## src/rtl/mul7x7_seq_ctrl.sv

```systemverilog
// ============================================================================
// Module      : mul7x7_seq_ctrl
// Description : Four-pass sequencer that forms a (2*HW)x(2*HW) unsigned
//               product by time-sharing one external HWxHW combinational
//               multiplier. Valid/ready handshakes on operand and result.
// Revision    : 1.0 - initial release
// ============================================================================
`default_nettype none

module mul7x7_seq_ctrl #(
   parameter int HW = 7
) (
   input  logic              clk,
   input  logic              rst,
   input  logic              in_valid,
   output logic              in_ready,
   input  logic [2*HW-1:0]   in_a,
   input  logic [2*HW-1:0]   in_b,
   output logic [HW-1:0]     mul_a,
   output logic [HW-1:0]     mul_b,
   input  logic [2*HW-1:0]   mul_p,
   output logic              out_valid,
   input  logic              out_ready,
   output logic [4*HW-1:0]   out_p,
   output logic              busy
);

   typedef enum logic [2:0] {
      S_IDLE = 3'd0,
      S_P0   = 3'd1,
      S_P1   = 3'd2,
      S_P2   = 3'd3,
      S_P3   = 3'd4,
      S_DONE = 3'd5
   } state_t;

   state_t              state_q;
   logic [2*HW-1:0]     opa_q;
   logic [2*HW-1:0]     opb_q;
   logic [4*HW-1:0]     acc_q;
   logic [4*HW-1:0]     acc_d;
   logic [4*HW-1:0]     out_p_q;
   logic                out_valid_q;
   logic                in_ready_q;
   logic                busy_q;
   logic [4*HW-1:0]     term;
   logic [4*HW-1:0]     mul_p_ext;

   // Zero-extend the partial product before it is weighted by a shift.
   assign mul_p_ext = {{(2*HW){1'b0}}, mul_p};

   // Operand half-select and partial-product weight for the current pass.
   always_comb begin
      mul_a = '0;
      mul_b = '0;
      term  = '0;
      case (state_q)
         S_P0: begin
            mul_a = opa_q[HW-1:0];
            mul_b = opb_q[HW-1:0];
            term  = mul_p_ext;
         end
         S_P1: begin
            mul_a = opa_q[2*HW-1:HW];
            mul_b = opb_q[HW-1:0];
            term  = mul_p_ext << HW;
         end
         S_P2: begin
            mul_a = opa_q[HW-1:0];
            mul_b = opb_q[2*HW-1:HW];
            term  = mul_p_ext << HW;
         end
         S_P3: begin
            mul_a = opa_q[2*HW-1:HW];
            mul_b = opb_q[2*HW-1:HW];
            term  = mul_p_ext << (2*HW);
         end
         default: begin
            mul_a = '0;
            mul_b = '0;
            term  = '0;
         end
      endcase
   end

   // Accumulator next value; the sum of all four passes cannot exceed 4*HW bits.
   assign acc_d = acc_q + term;

   // Sequencer state, operand capture, accumulation and registered outputs.
   always_ff @(posedge clk) begin
      if (rst) begin
         state_q     <= S_IDLE;
         opa_q       <= '0;
         opb_q       <= '0;
         acc_q       <= '0;
         out_p_q     <= '0;
         out_valid_q <= 1'b0;
         in_ready_q  <= 1'b1;
         busy_q      <= 1'b0;
      end else begin
         case (state_q)
            S_IDLE: begin
               if (in_valid) begin
                  opa_q      <= in_a;
                  opb_q      <= in_b;
                  acc_q      <= '0;
                  state_q    <= S_P0;
                  in_ready_q <= 1'b0;
                  busy_q     <= 1'b1;
               end
            end
            S_P0: begin
               acc_q   <= acc_d;
               state_q <= S_P1;
            end
            S_P1: begin
               acc_q   <= acc_d;
               state_q <= S_P2;
            end
            S_P2: begin
               acc_q   <= acc_d;
               state_q <= S_P3;
            end
            S_P3: begin
               acc_q       <= acc_d;
               out_p_q     <= acc_d;
               out_valid_q <= 1'b1;
               state_q     <= S_DONE;
            end
            S_DONE: begin
               // Result stays on out_p after consumption; only rst clears it.
               if (out_ready) begin
                  out_valid_q <= 1'b0;
                  in_ready_q  <= 1'b1;
                  busy_q      <= 1'b0;
                  state_q     <= S_IDLE;
               end
            end
            default: begin
               state_q     <= S_IDLE;
               out_valid_q <= 1'b0;
               in_ready_q  <= 1'b1;
               busy_q      <= 1'b0;
            end
         endcase
      end
   end

   assign out_p     = out_p_q;
   assign out_valid = out_valid_q;
   assign in_ready  = in_ready_q;
   assign busy      = busy_q;

endmodule

`default_nettype wire

```

## config.mk

```make
export PLATFORM = sky130hd
export DESIGN_NAME = mul7x7_seq_ctrl
export DESIGN_NICKNAME = d
export VERILOG_FILES = /design/src/rtl/mul7x7_seq_ctrl.sv
export SDC_FILE = /design/constraint.sdc
export NUM_CORES = 1
export LEC_CHECK = 0
export BUFFER_PORTS_ARGS = -buffer_cell sky130_fd_sc_hd__buf_2
export CORE_MARGIN = 1
export CORE_UTILIZATION = 40
export CTS_BUF_LIST = sky130_fd_sc_hd__clkbuf_8 sky130_fd_sc_hd__clkbuf_16
export DETAILED_ROUTE_END_ITERATION = 7
export PLACE_DENSITY = 0.69
export RECOVER_POWER = 25
export SLEW_MARGIN = 20
export SYNTH_ARGS = -nofsm -noshare
export SYNTH_HDL_FRONTEND = slang
export SYNTH_SLANG_ARGS = --single-unit
```

## constraint.sdc

```tcl
create_clock -name clk -period 9.7 [get_ports clk]
set_input_delay 1.94 -clock clk [delete_from_list [all_inputs] [get_ports clk]]
set_output_delay 1.94 -clock clk [all_outputs]
set_load 0.05 [all_outputs]
```

==> impl_results.md <==
* Outcome: finished with violations
* Failing checks: max-capacitance violations, max-slew violations
* Pwr Total at 0.919 mW
* Slew Viols, Final at 80
* Worst hold slack at 0.455 ns
* Initial Utilization at 0.416
* Syn Inst Count at 644
* Die width at 115 microns
* Yosys cell types at 53
* Leak at 2.51 nW
* Antenna violations before repair at 0
* Post-layout min period at 5.04 ns
* Fmax at 198 MHz
* Synth top area share at 0.355
* Post-route insts no fill at 880
* Vias in the first global route at 4551
* Worst-Margin Slew at 3.40 ns
* Post-DR vias/cell at 5.50
* DR WL/cell at 15.4 microns
* Final instance area at 0.00586 sq mm
* Setup TNS at 0 ns
* Fin Clk Skew at 0.0119 ns
* Synthesis-stage register bit count at 90
* Met2 wire length at 6.50 mm
* Final setup margin at 4.66 ns
* Top cells by area, synth: dfxtp_1, nand2_1, a21oi_1, ha_1, a22oi_1
* Number of synthesized flops with an enable pin at 0
* Syn_area_per_cell at 7.88 sq um
* Min-Delay Path Class: reg -> reg
* Cell family with most CP delay: simple AND/OR/NAND/NOR gates
* Die H at 115 microns
* Dominant synthesized flop cell: dfxtp_1
* Synth warn at 0
* Rows at 40
* Count leader, synth: nand2_1
* Slowest cell on crit path: and2_1
* Crit path max fanout at 24
* Largest net degree at the start of global routing at 80
* Die ar. at 0.0131 sq mm
* Worst vdd ir at 82.7 uV
* Setup repair bufs after CTS at 0
* Setup WS pre-CTS at 4.74 ns
* CTS tree: done
* Total track usage at 0.216
* Worst path cell trace: nor2_2, and2_1, buf_4, nand2_1, o21ai_0, buf_2
* CP max stage delay at 0.82 ns
* Post-CTS Hold Fix Bufs at 0
* Root buf cell: clkbuf_16
* Flop-to-flop setup slack at 5.68 ns
* Uppermost layer routed: met4
* Antenna cells at 0
* Post-Place Cells at 864
* I/O Buffers at 90
* Boundary Pins at 91
* # setup viols final at 0
* RSZ-0062 raised after global routing: no
* CP required at 7.76 ns
* First-pass GRT wire length at 22.1 mm
* Critical Path AT at 3.10 ns
* Placement Cell Area at 0.00560 sq mm
* Clk_lat worst skew at 0.35 ns
* Pwr Density at 157 mW/mm^2
* Initial DRC count at 274
* DRT Pass-1 Iters at 5
* DRC at 0
* Metal-1 WL at 6.05 mm
* Syn_nets at 718
* Post-cts resize count at 0
* Routed wl met3 at 553 microns
* CP endpoint kind: output pin
* Slew headroom at -1.26
* Synth area leader: dfxtp_1
* Post-synth design cell area at 0.00508 sq mm
* CTS buffer count at 9
* Post-synthesis sequential area ratio at 0.355
* Post-synth ARST share at 0
* # Max-Cap Violations at 1
* Final period utilization at 0.520
* Antenna-violating nets left at 0
* Fin. Hold Viols at 0
* Worst-path clk slew at 0.07 ns
* Final core utilization at 0.480
* Core area at 0.0122 sq mm
* WS Path Type: reg -> out
* Final net count at 781
* GP Congestion at 0.916
* Clock sink total at 90
* H-tree depth at 3
* Share of cells above drive strength 1 at 0.140
* Grt ovf at 0
* Post-Route WL at 13.5 mm
* Worst Setup Start Kind: register
* Post-synth top cells: nand2_1, dfxtp_1, a21oi_1
* Worst Path Buf+Inv at 2
* Area growth syn-to-layout at 15.5%
* Vias at 4838
* Final HPWL DP at 9.96 mm
* CTS Buffer Depth at 2
## worst paths after layout
check | start | endpoint | cells past startpoint
hold / removal | out_p[10]$_SDFFE_PP0N_ | out_p[10]$_SDFFE_PP0N_ | 2
setup / recovery | state_q[0]$_SDFFE_PP0P_ | mul_a[2] | 6
hold reg to reg | out_p[10]$_SDFFE_PP0N_ | out_p[10]$_SDFFE_PP0N_ | 2
setup reg to reg | state_q[0]$_SDFFE_PP0P_ | out_p[25]$_SDFFE_PP0N_ | 13
## where the power goes
group	internal (mW)	switching, mW
Clock	0.202	0.156
Sequential	0.386	0.0119
Combinational	0.0535	0.109
## layer usage
| layer | vias to the layer above | track usage |
|---|---|---|
| li1 | 2397 | - |
| met1 | 2279 | 0.260 |
| met2 | 130 | 0.363 |
| met3 | 32 | 0.0386 |
| met4 | 0 | 0.121 |
| met5 | - | 0 |
## cells by family after synthesis
family | synth area share
flops | 0.355
compound gates | 0.257
xor+xnor | 0.0500
simple gates | 0.217
mux | 0.00616
buf+inv | 0.0444
fa+ha+maj | 0.0705
## worst min-delay path, stage by stage (launching register included)
cell and delay [ns]:
dfxtp_1 0.31, nand2_1 0.05, a21oi_1 0.05
## layout by cell type, fill, tap and decap left out, types with 3 or more instances in the layout
cell type | synthesis | final
nand2_1 | 142 | 142
dfxtp_1 | 90 | 90
a21oi_1 | 78 | 78
buf_2 | 0 | 65
nor2_1 | 40 | 40
a22oi_1 | 29 | 29
ha_1 | 27 | 27
clkbuf_1 | 39 | 26
o21ai_0 | 23 | 23
xnor2_1 | 19 | 19
a22o_1 | 17 | 17
a21o_1 | 15 | 15
and2_1 | 10 | 10
xor2_1 | 10 | 10
and3_1 | 9 | 9
nor2b_1 | 9 | 9
clkbuf_16 | 0 | 9
a32o_1 | 7 | 7
nor3_1 | 7 | 7
buf_4 | 1 | 7
inv_1 | 5 | 6
nand3b_1 | 5 | 5
a31oi_1 | 5 | 5
o21bai_1 | 5 | 5
nor3b_1 | 4 | 4
nand3_1 | 4 | 4
o21a_1 | 3 | 3
nand4_1 | 3 | 3
nor4_1 | 3 | 3
## cell type report
class	count	area (sq um)
clock inverters	7	77.6
inverters	5	18.8
flip-flops and latches	90	1800
multi-input cells	503	3060
well taps	168	210
repair buffers	98	475
clock buffers	9	225
fillers	1271	6350
## sequential cells by signal, summed over array words and instances (netlist names)
register / count
out_valid: 1
busy: 1
in_ready: 1
state_q: 3
acc_q: 28
opa_q: 14
out_p: 28
opb_q: 14
(Power assumes the default switching activity.)
